[src/rtl/status_register_unit.sv]
`default_nettype none
// ============================================================================
//  Module      : status_register_unit
//  Description : Architectural NZCV status register with a delayed commit
//                pipeline and an ID-stage flag hazard detector.
//
//                Flag-setting instructions in EX push their ALU flags into
//                a shift pipeline of COMMIT_DELAY slots. Flags reach the
//                architectural register when they shift out of the last slot.
//                Status bit order is {Z, C, N, V}, which matches the
//                condition checker.
//
//  Ports       : clk          - system clock, rising edge
//                rst          - synchronous reset, active-low
//                ex_valid     - EX stage holds a live instruction
//                ex_s_bit     - EX instruction sets flags
//                ex_stall     - EX frozen; instruction re-presented next cycle
//                ex_flush     - EX instruction squashed this cycle
//                alu_flags    - {Z,C,N,V} from the ALU for the EX instruction
//                id_cond_used - ID instruction has a real (non-always) condition
//                status_out   - {Z,C,N,V} presented to the condition checker
//                flags_hazard - stall request for ID/IF
//                pending_cnt  - number of valid commit slots
//
//  Options     : STATUS_FLAG_FORWARD_EN - when defined, status_out forwards
//                the newest in-flight flags and flags_hazard is tied to 0.
//
//  Revision    : 1.0 - initial release
// ============================================================================

module status_register_unit #(
    parameter int COMMIT_DELAY = 2,
    parameter int CNT_W        = 3
) (
    input  logic             clk,
    input  logic             rst,
    input  logic             ex_valid,
    input  logic             ex_s_bit,
    input  logic             ex_stall,
    input  logic             ex_flush,
    input  logic [3:0]       alu_flags,
    input  logic             id_cond_used,
    output logic [3:0]       status_out,
    output logic             flags_hazard,
    output logic [CNT_W-1:0] pending_cnt
);

    // ------------------------------------------------------------------------
    // Elaboration-time parameter checks
    // ------------------------------------------------------------------------
    if ((COMMIT_DELAY < 1) || (COMMIT_DELAY > 4)) begin : g_bad_commit_delay
        $error("status_register_unit: COMMIT_DELAY must be in 1..4");
    end

    if ((1 << CNT_W) < (COMMIT_DELAY + 1)) begin : g_bad_cnt_w
        $error("status_register_unit: CNT_W too narrow for COMMIT_DELAY");
    end

    // ------------------------------------------------------------------------
    // State
    // ------------------------------------------------------------------------
    logic [3:0]              r_sr;
    logic [COMMIT_DELAY-1:0] r_slot_valid;
    logic [3:0]              r_slot_flags [COMMIT_DELAY];
    logic [CNT_W-1:0]        r_pending_cnt;

    logic                    w_cap;
    logic                    w_cap_pending;
    logic [COMMIT_DELAY-1:0] w_slot_valid_next;
    logic [CNT_W-1:0]        w_pending_next;
    logic [3:0]              w_status;
    logic                    w_hazard;

    // A flush kills the EX entry even if it is also stalled.
    assign w_cap         = ex_valid & ex_s_bit & ~ex_stall & ~ex_flush;
    // A stalled S instruction will still write later, so it already counts
    // as in flight for hazard and forwarding purposes.
    assign w_cap_pending = ex_valid & ex_s_bit & ~ex_flush;

    // Valid bits after the next shift; slots always advance.
    always_comb begin
        w_slot_valid_next    = '0;
        w_slot_valid_next[0] = w_cap;
        for (int i = 1; i < COMMIT_DELAY; i++) begin
            w_slot_valid_next[i] = r_slot_valid[i-1];
        end
    end

    // pending_cnt is registered, so count the post-edge valid bits.
    always_comb begin
        w_pending_next = '0;
        for (int i = 0; i < COMMIT_DELAY; i++) begin
            w_pending_next = w_pending_next + CNT_W'(w_slot_valid_next[i]);
        end
    end

    // Control state: reset discards every in-flight flag write.
    always_ff @(posedge clk) begin
        if (!rst) begin
            r_sr          <= 4'b0000;
            r_slot_valid  <= '0;
            r_pending_cnt <= '0;
        end else begin
            r_slot_valid  <= w_slot_valid_next;
            r_pending_cnt <= w_pending_next;
            if (r_slot_valid[COMMIT_DELAY-1]) begin
                r_sr <= r_slot_flags[COMMIT_DELAY-1];
            end
        end
    end

    // Slot payloads carry no reset; their meaning is gated by the valid bits.
    always_ff @(posedge clk) begin
        r_slot_flags[0] <= alu_flags;
        for (int i = 1; i < COMMIT_DELAY; i++) begin
            r_slot_flags[i] <= r_slot_flags[i-1];
        end
    end

    // ------------------------------------------------------------------------
    // Output selection
    // ------------------------------------------------------------------------
`ifdef STATUS_FLAG_FORWARD_EN
    logic [3:0] w_fwd_flags;

    // Newest flags win: EX first, then the youngest (lowest-index) slot,
    // then the architectural value. Scan oldest to youngest so the
    // youngest valid slot overwrites.
    always_comb begin
        w_fwd_flags = r_sr;
        for (int i = COMMIT_DELAY - 1; i >= 0; i--) begin
            if (r_slot_valid[i]) begin
                w_fwd_flags = r_slot_flags[i];
            end
        end
        if (w_cap_pending) begin
            w_fwd_flags = alu_flags;
        end
    end

    assign w_status = w_fwd_flags;
    assign w_hazard = 1'b0;
`else
    assign w_status = r_sr;
    assign w_hazard = id_cond_used & (w_cap_pending | (|r_slot_valid));
`endif

    // Outputs read as zero for as long as reset is asserted, including
    // the cycle before the first reset edge.
    assign status_out   = rst ? w_status      : 4'b0000;
    assign flags_hazard = rst ? w_hazard      : 1'b0;
    assign pending_cnt  = rst ? r_pending_cnt : '0;

endmodule

`default_nettype wire

[config.mk]
export PLATFORM = sky130hd
export DESIGN_NAME = status_register_unit
export DESIGN_NICKNAME = d
export VERILOG_FILES = /design/src/rtl/status_register_unit.sv
export SDC_FILE = /design/constraint.sdc
export NUM_CORES = 1
export LEC_CHECK = 0
export ABC_AREA = 1
export BUFFER_PORTS_ARGS = -buffer_cell sky130_fd_sc_hd__buf_2
export CORE_AREA = 5 5 42 44
export DETAILED_ROUTE_END_ITERATION = 16
export DIE_AREA = 0 0 47 49
export PLACE_DENSITY = 0.75
export SKIP_CTS_REPAIR_TIMING = 1
export SLEW_MARGIN = 20
export SYNTH_ARGS = -nofsm -noshare
export SYNTH_HDL_FRONTEND = slang
export SYNTH_SLANG_ARGS = --single-unit
[constraint.sdc]
create_clock -name clk -period 1.7 [get_ports clk]
set_input_delay 0.085 -clock clk [delete_from_list [all_inputs] [get_ports clk]]
set_output_delay 0.085 -clock clk [all_outputs]
set_load 0.01 [all_outputs]
== After elaboration in Yosys (flattened, before gate mapping) ==
Memory sizes are Yosys's and may differ from the RTL's. A register that Yosys moved wholly into a read port is not among the register bits.
Cells that the tools add are included.
Widths: inputs -> output; s select.

* Add/subtract/negate cells: 1
* Muxes and demuxes: 3
* Bitwise gates (word level): 8
* Reduce and logical (&&, ||, !) cells: 2

{| class="wikitable"
|+ Operator list
! cell !! count
|-
| $and 1x1->1 || 5
|-
| $mux 4 || 1
|-
| $mux 3 || 1
|-
| $add 1x1->2 || 1
|-
| $not 1->1 || 2
|-
| $reduce_or 2->1 || 1
|-
| $logic_not 1->1 || 1
|-
| $mux 1 || 1
|-
| $or 1x1->1 || 1
|}

* Memories kept: 1
* Memory bits (writable): 8
* Flip-flop bits (word level): 5
* Input port bits: 11

{| class="wikitable"
|+ Memory list
! memory !! depth !! width !! read ports !! clocked after Yosys merged registers in !! wr ports !! line !! text
|-
| r_slot_flags || 2 || 4 || 2 || 1 || 2 || 64 || <nowiki>logic [3:0] r_slot_flags [COMMIT_DELAY];</nowiki>
|}

== Depth between registers and ports, before layout ==
Gate-level depths: netlist (run 1).

* Word-level depth: 5
* Mapped depth: 7
* Gate-level depth less buffers: 7

== Worst setup path after synthesis (run 1) ==
No wires, ideal clock.

* Kind: reg-to-reg
* Start: reg r_slot_valid[0]
* End: reg r_pending_cnt[0]
* Slack: 929 ps
* Data arrival time: 662 ps
* Data required time: 1,591 ps
* Cell stages (with the launch flop): 4
* Cell sequence: dfxtp_1 ha_1 nand2_1 inv_1

* Word-level cells in the longest chain between the ends: 1

{| class="wikitable"
|+ Ends and longest elaborated chain
! item !! line !! text
|-
| start: declaration || 63 || <nowiki>logic [COMMIT_DELAY-1:0] r_slot_valid;</nowiki>
|-
| start signal: assignment || 104 || <nowiki>r_slot_valid <= w_slot_valid_next;</nowiki>
|-
| $add 1x1->2 || 93 || <nowiki>w_pending_next = w_pending_next + CNT_W'(w_slot_valid_next[i]);</nowiki>
|-
| via w_pending_next[0] || 70 || <nowiki>logic [CNT_W-1:0] w_pending_next;</nowiki>
|-
| end signal: assignment || 105 || <nowiki>r_pending_cnt <= w_pending_next;</nowiki>
|-
| end: declaration || 65 || <nowiki>logic [CNT_W-1:0] r_pending_cnt;</nowiki>
|}

The timed path passes the listed nets, and every way through them passes these cells.
A chain may end at the register's enable or synchronous reset.

== Worst setup path in the final report (run 1) ==
* Start: reg r_slot_valid[1]
* End: out flags_hazard

* Word-level cells in the longest chain between the ends: 4

{| class="wikitable"
|+ Ends and longest elaborated chain
! item !! line !! text
|-
| $reduce_or 2->1 || 145 || <nowiki>assign w_hazard = id_cond_used & (w_cap_pending | (|r_slot_valid));</nowiki>
|-
| $or 1x1->1 || 145 ||
|-
| $and 1x1->1 || 145 ||
|-
| $mux 1 || 151 || <nowiki>assign flags_hazard = rst ? w_hazard : 1'b0;</nowiki>
|-
| end: declaration || 44 || <nowiki>output logic flags_hazard,</nowiki>
|}

Every way passes these cells.

==> results of run 1 <==
## worst reg2reg max path: cells and delay by family (launching register included)
| kind | cells | cell delay [ps] |
|---|---|---|
| DFF | 1 | 330 |
| adders and majority gates | 1 | 290 |
| and+or+nand+nor | 1 | 70 |
| buffers and inverters | 1 | 30 |
## per-layer routing
| metal | vias to the layer above | global-route usage | share of wire | wire, um |
|---|---|---|---|---|
| met1 | 160 | 0.09091 | 0.46 | 375 |
| met2 | 15 | 0.09955 | 0.40 | 325 |
| met5 | - | 0 | 0 | 0 |
| met3 | 6 | 0.03690 | 0.091 | 74 |
| met4 | 0 | 0.08295 | 0.044 | 36 |
| li1 | 223 | - | - | - |
## where the power goes
part | switching [mW] | leakage [nW] | internal, mW
sequential | 0.00326 | 0.132 | 0.387
clock | 0.109 | 0.0210 | 0.130
combinational | 0.0160 | 0.263 | 0.0188
total | 0.128 | 0.416 | 0.536
## area by class of cell
type / count / area [um^2]
Fill cell: 153 / 715.7
Sequential cell: 16 / 320.3
Multi-Input combinational cell: 31 / 135.1
Timing Repair Buffer: 21 / 125.1
Inverter: 13 / 48.80
Clock buffer: 4 / 36.28
Tap cell: 16 / 20.02
## registers in the layout (all words and copies together), names as in the netlist
signal	count
r_sr	4
r_pending_cnt	2
r_slot_valid	2
r_slot_flags	8
## logic make-up (layout without fill, tap and decap cells)
kind of cell    count (synthesis)  count (layout)  synth area share
compound gates                  5               5           0.04784
buf+inv                        15              38            0.1292
flops                          16              16            0.6124
other cells                     1               1          0.007170
simple gates                   24              24            0.1794
fa+ha+maj                       1               1           0.02392
## cells in the final DEF (no fill, tap or decap)
| cell | synthesis | routed |
|---|---|---|
| o21ai_0 | 4 | 4 |
| nand2_1 | 12 | 12 |
| conb_1 | 1 | 1 |
| nor2_1 | 10 | 10 |
| clkbuf_8 | 0 | 1 |
| clkbuf_4 | 0 | 3 |
| nor2_2 | 1 | 1 |
| ha_1 | 1 | 1 |
| inv_2 | 1 | 1 |
| dlygate4sd3_1 | 0 | 4 |
| buf_2 | 0 | 17 |
| a21oi_1 | 1 | 1 |
| nand3_1 | 1 | 1 |
| dfxtp_1 | 16 | 16 |
| inv_1 | 12 | 12 |
## how the worst max path moves through the flow
| stage | startpoint | endpoint | slack [ps] | depth (start not counted) |
|---|---|---|---|---|
| after floorplan | r_slot_valid[0]$_SDFF_PN0_ | r_pending_cnt[0]$_SDFF_PN0_ | 930 | 3 |
| after detailed placement | ex_valid | r_pending_cnt[0]$_SDFF_PN0_ | 820 | 8 |
| after global placement | ex_valid | r_pending_cnt[0]$_SDFF_PN0_ | 840 | 8 |
| final | r_slot_valid[1]$_SDFF_PN0_ | flags_hazard | 580 | 3 |
| after global routing | r_slot_valid[1]$_SDFF_PN0_ | flags_hazard | 500 | 3 |
| after CTS | r_slot_valid[1]$_SDFF_PN0_ | flags_hazard | 560 | 3 |
==> impl_metrics.env, run 1 <==
export IMPL_synth_edf_count=0
export IMPL_p_leak_nw=0.4163
export IMPL_worstHoldStart="ex_stall"
export IMPL_synth_avg_cell_area_um2=8.436
export IMPL_end_kind="output pin"
export IMPL_areaGrowthSynthToFinish_pct=31.10
export IMPL_dr_pass1_iters=2
export IMPL_numCtsBuffers=3
export IMPL_routedWlPerCell_um=8.030
export IMPL_critPathMaxFanout=6
export IMPL_ys_top_cells_by_count="dfxtp_1 (16), inv_1 (12), nand2_1 (12)"
export IMPL_final_net_count=98
export IMPL_drive_gt1_frac=0.2706
export IMPL_setup_ws_ps=582.1
export IMPL_die_area_um2=2303
export IMPL_cts_root_buffer="clkbuf_4"
export IMPL_worst_ep_arrival_time_ps=1030
export IMPL_diodes=0
export IMPL_rr_worst_depth=3
export IMPL_synth_top_area_frac=0.6124
export IMPL_antenna_found_initial=0
export IMPL_clockBufferDepth=2
export IMPL_design_area_um2=685.7
export IMPL_grt_ovfl_total=0
export IMPL_start_util=0.3732
export IMPL_ir_drop_uv=586.6
export IMPL_vias=404
export IMPL_chipWidth_um=47
export IMPL_r2r_end="r_pending_cnt[0]$_SDFF_PN0_"
export IMPL_whs_ps=64.83
export IMPL_yosysWarnings=0
export IMPL_place_gp_congestion=0.7250
export IMPL_hold_depth=4
export IMPL_syn_inst=62
export IMPL_synth_ff_type="dfxtp_1"
export IMPL_cpPeakStageDelay_ps=410
export IMPL_clk_pin_slew_ps=80
export IMPL_clock_sinks=16
export IMPL_pwr_density_cell_nw_per_um2=968.4
export IMPL_core_um2=1401
export IMPL_drc=0
export IMPL_cpLargestDelayFamily="flip-flops"
export IMPL_cap_violations=0
export IMPL_finalHoldViolCount=0
export IMPL_grt_max_degree=16
export IMPL_grt_pass1_wl_mm=1.255
export IMPL_numPlacedInstances=93
export IMPL_rrSetupSlack_ps=890
export IMPL_io_pins=19
export IMPL_syn_nets=74
export IMPL_pre_cts_slack_ps=816.7
export IMPL_setup_worst_path_start_class="flip-flop"
export IMPL_crit_path_top_delay_cell="dfxtp_1"
export IMPL_yosysTopAreaCell="dfxtp_1"
export IMPL_critPathKind="flip-flop to output pin"
export IMPL_drt_total_wl_um=811
export IMPL_status="complete, no violations"
export IMPL_portBuffers=17
export IMPL_final_cells=101
export IMPL_rsz0062_at_grt="false"
export IMPL_first_global_vias=330
export IMPL_clkLatencyLatePin_ps=280
export IMPL_hold_class="primary input to flip-flop"
export IMPL_drtIter0Drc=5
export IMPL_synth_area_top_cells="dfxtp_1 (61%), inv_1 (8.6%), nand2_1 (8.6%), nor2_1 (7.2%), o21ai_0 (3.8%)"
export IMPL_critical_path_required_ps=1620
export IMPL_synth_seq_cells=16
export IMPL_cp_num_buf_inv=1
export IMPL_yosysSeqAreaShare=0.6124
export IMPL_tns_ps=0
export IMPL_drv_slew=0
export IMPL_async_flop_share=0
export IMPL_vias_per_cell=4.000
export IMPL_holdPathEnd="r_slot_valid[0]$_SDFF_PN0_"
export IMPL_cts_tree="done"
export IMPL_fmax_mhz=894.5
export IMPL_period_minus_slack_ps=1118
export IMPL_crit_chain="nor2_1, a21oi_1, buf_2"
export IMPL_synth_area_um2=523.0
export IMPL_grt_use_total=0.07972
export IMPL_finalCritPeriodShare=0.6576
export IMPL_total_power_mw=0.6640
export IMPL_final_core_util=0.4893
export IMPL_timing_rr_start="r_slot_valid[0]$_SDFF_PN0_"
export IMPL_postPlaceCellArea_um2=609.3
export IMPL_ant_nets=0
export IMPL_netlist_cell_type_count=13
export IMPL_cts_max_level=1
export IMPL_finClkSkew_ps=4.935
export IMPL_die_y_um=49
export IMPL_synth_most_common_cell="dfxtp_1"
export IMPL_final_setup_viol_count=0
export IMPL_num_rows=14
No activity file was read; power rests on OpenSTA's default activity.
==> inputs of run 2 (changes only) <==
==> constraint.sdc (replaced) <==
create_clock -name clk -period 1.1 [get_ports clk]
set_input_delay 0.055 -clock clk [delete_from_list [all_inputs] [get_ports clk]]
set_output_delay 0.055 -clock clk [all_outputs]
set_load 0.01 [all_outputs]
==> run 2 against run 1 <==
Cell count unchanged; highest routed layer unchanged; power increased by 54%; global-route usage decreased by 1.1 points; worst hold slack got worse by 31 ps; non-clock buffer count unchanged; critical path depth unchanged.
==> impl_metrics.env, run 2 (synthesis results as in run 1) <==
export IMPL_use_met1=0.09112
export IMPL_top_regs="r_slot_flags (8), r_sr (4)"
export IMPL_numCtsBuffers=3
export IMPL_period_minus_slack_ps=1011
export IMPL_grt_pass1_wl_mm=1.117
export IMPL_critical_path_required_ps=1040
export IMPL_core_um2=1401
export IMPL_drtIter0Drc=9
export IMPL_use_met2=0.08597
export IMPL_status="complete, no violations"
export IMPL_start_util=0.3732
export IMPL_rr_worst_depth=3
export IMPL_hold_class="primary input to flip-flop"
export IMPL_p_leak_nw=0.4171
export IMPL_largest_reg_flops=8
export IMPL_grt_met3_usage=0.02214
export IMPL_finalHoldViolCount=0
export IMPL_total_power_mw=1.020
export IMPL_io_pins=19
export IMPL_ir_drop_uv=1146
export IMPL_clockBufferDepth=2
export IMPL_cap_violations=0
export IMPL_worstHoldStart="ex_stall"
export IMPL_drt_total_wl_um=809
export IMPL_num_rows=14
export IMPL_end_kind="output pin"
export IMPL_ant_nets=0
export IMPL_final_net_count=98
export IMPL_rrSetupSlack_ps=280
export IMPL_setup_worst_path_start_class="flip-flop"
export IMPL_clkLatencyLatePin_ps=270
export IMPL_critPathKind="flip-flop to output pin"
export IMPL_whs_ps=33.78
export IMPL_first_global_vias=276
export IMPL_die_area_um2=2303
export IMPL_finalCritPeriodShare=0.9189
export IMPL_pwr_density_cell_nw_per_um2=1480
export IMPL_cts_max_level=1
export IMPL_vias_per_cell=3.911
export IMPL_grt_busiest_layer="met1"
export IMPL_areaGrowthSynthToFinish_pct=31.82
export IMPL_portBuffers=17
export IMPL_final_common_cell="buf_2"
export IMPL_grt_use_total=0.06838
export IMPL_chipWidth_um=47
export IMPL_diodes=0
export IMPL_grt_ovfl_total=0
export IMPL_rsz0062_at_grt="false"
export IMPL_drc=0
export IMPL_numPlacedInstances=93
export IMPL_antenna_found_initial=0
export IMPL_final_cells=101
export IMPL_startpoint="r_slot_valid[1]$_SDFF_PN0_"
export IMPL_dr_pass1_iters=4
export IMPL_clk_pin_slew_ps=80
export IMPL_place_gp_congestion=0.6957
export IMPL_hpwl_um=567
export IMPL_critPathMaxFanout=6
export IMPL_drive_gt1_frac=0.2824
export IMPL_clock_sinks=16
export IMPL_crit_end="flags_hazard"
export IMPL_fmax_mhz=989.3
export IMPL_tns_ps=0
export IMPL_final_cell_mix="buf_2 (17), dfxtp_1 (15), nand2_1 (12), inv_1 (12), nor2_1 (10)"
export IMPL_r2r_end="r_pending_cnt[0]$_SDFF_PN0_"
export IMPL_cts_root_buffer="clkbuf_4"
export IMPL_regMostFlops="r_slot_flags"
export IMPL_routedWlPerCell_um=8.010
export IMPL_drv_slew=0
export IMPL_vias=395
export IMPL_timing_rr_start="r_slot_valid[0]$_SDFF_PN0_"
export IMPL_die_y_um=49
export IMPL_cts_tree="done"
export IMPL_final_core_util=0.4920
export IMPL_finClkSkew_ps=0.8107
export IMPL_worst_ep_arrival_time_ps=960
export IMPL_final_setup_viol_count=0
export IMPL_grt_max_degree=16
[run 2: worst max-delay path, stage by stage, from the launching register on]
cell,delay [ps]
dfxtp_4,370
nor2_1,50
a21oi_1,120
buf_2,140
[run 2: final cells by class]
type                       count  area, um^2
timing repair buffer          21       125.1
fill                         141       711.9
sequential                    16       324.1
multi-input combinational     31       135.1
inverter                      13       48.80
tap                           16       20.02
clock buffer                   4       36.28
[run 2: where the power goes]
part / switching, mW / internal (mW)
logic: 0.0245 / 0.0291
registers: 0.00511 / 0.596
clock network: 0.165 / 0.201
[run 2: per-layer routing]
layer  part of all wire  vias up  routed length [um]
li1                   -      223                   -
met1               0.47      154                 380
met2               0.42       14                 339
met3              0.083        4                  67
met4              0.026        0                  21
met5                  0        -                   0
[run 2: worst min path at each step]
stage	end	depth (start not counted)
floorplan	r_slot_flags[0][0]$_DFF_P_	0
global placement	r_slot_flags[0][0]$_DFF_P_	1
detailed placement	r_slot_flags[0][2]$_DFF_P_	1
CTS	r_slot_flags[0][2]$_DFF_P_	1
global route	r_slot_valid[0]$_SDFF_PN0_	4
finish	r_slot_valid[0]$_SDFF_PN0_	4
[run 2: per-stage QoR]
step           setup WS [ps]  instance area [um^2]
3_5_place_dp           236.6                 609.3
6_report               89.17                 689.4
5_1_grt                19.99                 689.4
2_1_floorplan          329.4                 523.0
3_3_place_gp           268.4                 609.3
4_1_cts                9.054                 645.6
==> inputs of run 3 (changes only) <==
--- a/config.mk
+++ b/config.mk
@@ -6,7 +6,7 @@
 export NUM_CORES = 1
 export LEC_CHECK = 0
 export ABC_AREA = 1
-export BUFFER_PORTS_ARGS = -buffer_cell sky130_fd_sc_hd__buf_2
+export BUFFER_PORTS_ARGS = -buffer_cell sky130_fd_sc_hd__clkbuf_2
 export CORE_AREA = 5 5 42 44
 export DETAILED_ROUTE_END_ITERATION = 16
 export DIE_AREA = 0 0 47 49
==> run 3 against run 2 <==
Global-route usage rose by 2.0 points; die area stayed put; power is 0.86% higher; sequential share of layout area up 0.096 points; utilization increased by 0.089 points; non-clock buffer count unchanged; clock-buffer cell count is the same; sequential power hardly changed.
==> impl_metrics.env, run 3 (synthesis results as in run 1) <==
export IMPL_core_um2=1401
export IMPL_cts_root_buffer="clkbuf_4"
export IMPL_grt_use_total=0.08878
export IMPL_ir_drop_uv=723.5
export IMPL_p_int_mw=0.8265
export IMPL_worst_ep_arrival_time_ps=990
export IMPL_drt_total_wl_um=862
export IMPL_fmax_mhz=961.5
export IMPL_final_common_cell="clkbuf_2"
export IMPL_p_leak_nw=0.4133
export IMPL_finalHoldViolCount=0
export IMPL_cts_tree="done"
export IMPL_vias=391
export IMPL_hpwl_um=613.1
export IMPL_rr_worst_depth=3
export IMPL_dr_pass1_iters=4
export IMPL_vias_per_cell=3.871
export IMPL_period_minus_slack_ps=1040
export IMPL_pwr_density_cell_nw_per_um2=1490
export IMPL_p_switching_mw=0.2028
export IMPL_hold_class="primary input to flip-flop"
export IMPL_startpoint="r_slot_valid[1]$_SDFF_PN0_"
export IMPL_grt_ovfl_total=0
export IMPL_grt_pass1_wl_mm=1.428
export IMPL_top_regs="r_slot_flags (8), r_sr (4)"
export IMPL_pwr_share_clk=0.363
export IMPL_final_net_count=98
export IMPL_areaGrowthSynthToFinish_pct=32.06
export IMPL_routedWlPerCell_um=8.535
export IMPL_drive_gt1_frac=0.2941
export IMPL_finClkSkew_ps=0.3504
export IMPL_largest_reg_flops=8
export IMPL_critical_path_required_ps=1040
export IMPL_numCtsBuffers=3
export IMPL_cts_max_level=1
export IMPL_setup_worst_path_start_class="flip-flop"
export IMPL_pwr_share_seq=0.585
export IMPL_die_area_um2=2303
export IMPL_grt_max_degree=16
export IMPL_worstHoldStart="ex_stall"
export IMPL_r2r_end="r_pending_cnt[0]$_SDFF_PN0_"
export IMPL_ant_nets=0
export IMPL_clockBufferDepth=2
export IMPL_io_pins=19
export IMPL_drv_slew=0
export IMPL_holdPathEnd="r_slot_valid[0]$_SDFF_PN0_"
export IMPL_diodes=0
export IMPL_portBuffers=17
export IMPL_clock_sinks=16
export IMPL_timing_rr_start="r_slot_valid[0]$_SDFF_PN0_"
export IMPL_total_power_mw=1.029
export IMPL_final_cells=101
export IMPL_final_setup_viol_count=0
export IMPL_crit_chain="nor2_1, a21oi_1, clkbuf_2"
export IMPL_hold_depth=4
export IMPL_end_kind="output pin"
export IMPL_cap_violations=0
export IMPL_place_gp_congestion=0.7442
export IMPL_drtIter0Drc=7
export IMPL_drc=0
export IMPL_crit_path_top_delay_cell="dfxtp_4"
export IMPL_rrSetupSlack_ps=290
export IMPL_pwr_share_comb=0.052
export IMPL_final_cell_mix="clkbuf_2 (17), dfxtp_1 (14), nand2_1 (12), inv_1 (12), nor2_1 (10)"
export IMPL_die_y_um=49
export IMPL_finalCritPeriodShare=0.9455
export IMPL_rsz0062_at_grt="false"
export IMPL_clk_pin_slew_ps=90
export IMPL_status="complete, no violations"
export IMPL_switching_share=0.1970
export IMPL_cpLargestDelayFamily="flip-flops"
export IMPL_critPathKind="flip-flop to output pin"
export IMPL_chipWidth_um=47
export IMPL_cpPeakStageDelay_ps=370
export IMPL_final_core_util=0.4929
export IMPL_antenna_found_initial=0
export IMPL_numPlacedInstances=93
export IMPL_num_rows=14
export IMPL_critPathMaxFanout=6
export IMPL_cp_num_buf_inv=1
export IMPL_clkLatencyLatePin_ps=280
export IMPL_first_global_vias=345
export IMPL_regMostFlops="r_slot_flags"
export IMPL_start_util=0.3732
[run 3: cell types whose count changed in the layout (fill, tap and decap cells not counted)]
| cell | before | now |
|---|---|---|
| dfxtp_1 | 15 | 14 |
| buf_2 | 17 | 0 |
| clkbuf_2 | 0 | 17 |
| dfxtp_2 | 0 | 1 |
[run 3: how the worst max path moves through the flow]
stage / slack, ps / cells after the start / endpoint
floorplan: 330 / 3 / r_pending_cnt[0]$_SDFF_PN0_
global placement: 270 / 8 / r_pending_cnt[0]$_SDFF_PN0_
detailed placement: 270 / 8 / r_pending_cnt[0]$_SDFF_PN0_
CTS: -6 / 3 / flags_hazard
global route: 10 / 3 / flags_hazard
finish: 60 / 3 / flags_hazard
[run 3: worst register-to-register path: stages, from the launching register on]
cell and delay (ps):
dfxtp_2 340, ha_1 280, nand2_1 60, inv_1 30
[run 3: area by class of cell]
type                            count  area (um^2)
Timing Repair Buffer               21        125.1
Multi-Input combinational cell     31        135.1
Tap cell                           16        20.02
Clock buffer                        4        36.28
Sequential cell                    16        325.3
Inverter                           13        48.80
Fill cell                         142        710.7
[run 3: power by group through the flow]
| stage | Combinational [mW] | Sequential [mW] | Clock, mW |
|---|---|---|---|
| 2_1_floorplan | 0.0252 | 0.616 | 0 |
| 3_3_place_gp | 0.0416 | 0.617 | 0 |
| 3_5_place_dp | 0.0426 | 0.618 | 0 |
| 4_1_cts | 0.0427 | 0.604 | 0.392 |
| 5_1_grt | 0.0625 | 0.604 | 0.416 |
| 6_report | 0.0536 | 0.602 | 0.374 |
[run 3: metal layers]
| layer | global-route usage | vias up | share of wire |
|---|---|---|---|
| li1 | - | 221 | - |
| met1 | 0.1129 | 150 | 0.44 |
| met2 | 0.1154 | 15 | 0.44 |
| met3 | 0.02214 | 5 | 0.071 |
| met4 | 0.08295 | 0 | 0.044 |
| met5 | 0 | - | 0 |
[run 3: stage by stage]
step | hold slack [ps] | cell area [um^2] | setup slack [ps] | setup TNS [ps]
floorplan | 82.72 | 523.0 | 329.4 | 0
detailed placement | 158.9 | 609.3 | 266.5 | 0
finish | 24.30 | 690.7 | 59.95 | 0
global route | 55.50 | 690.7 | 13.89 | 0
global placement | 157.5 | 609.3 | 274.0 | 0
CTS | -145.6 | 645.6 | -5.822 | -5.822
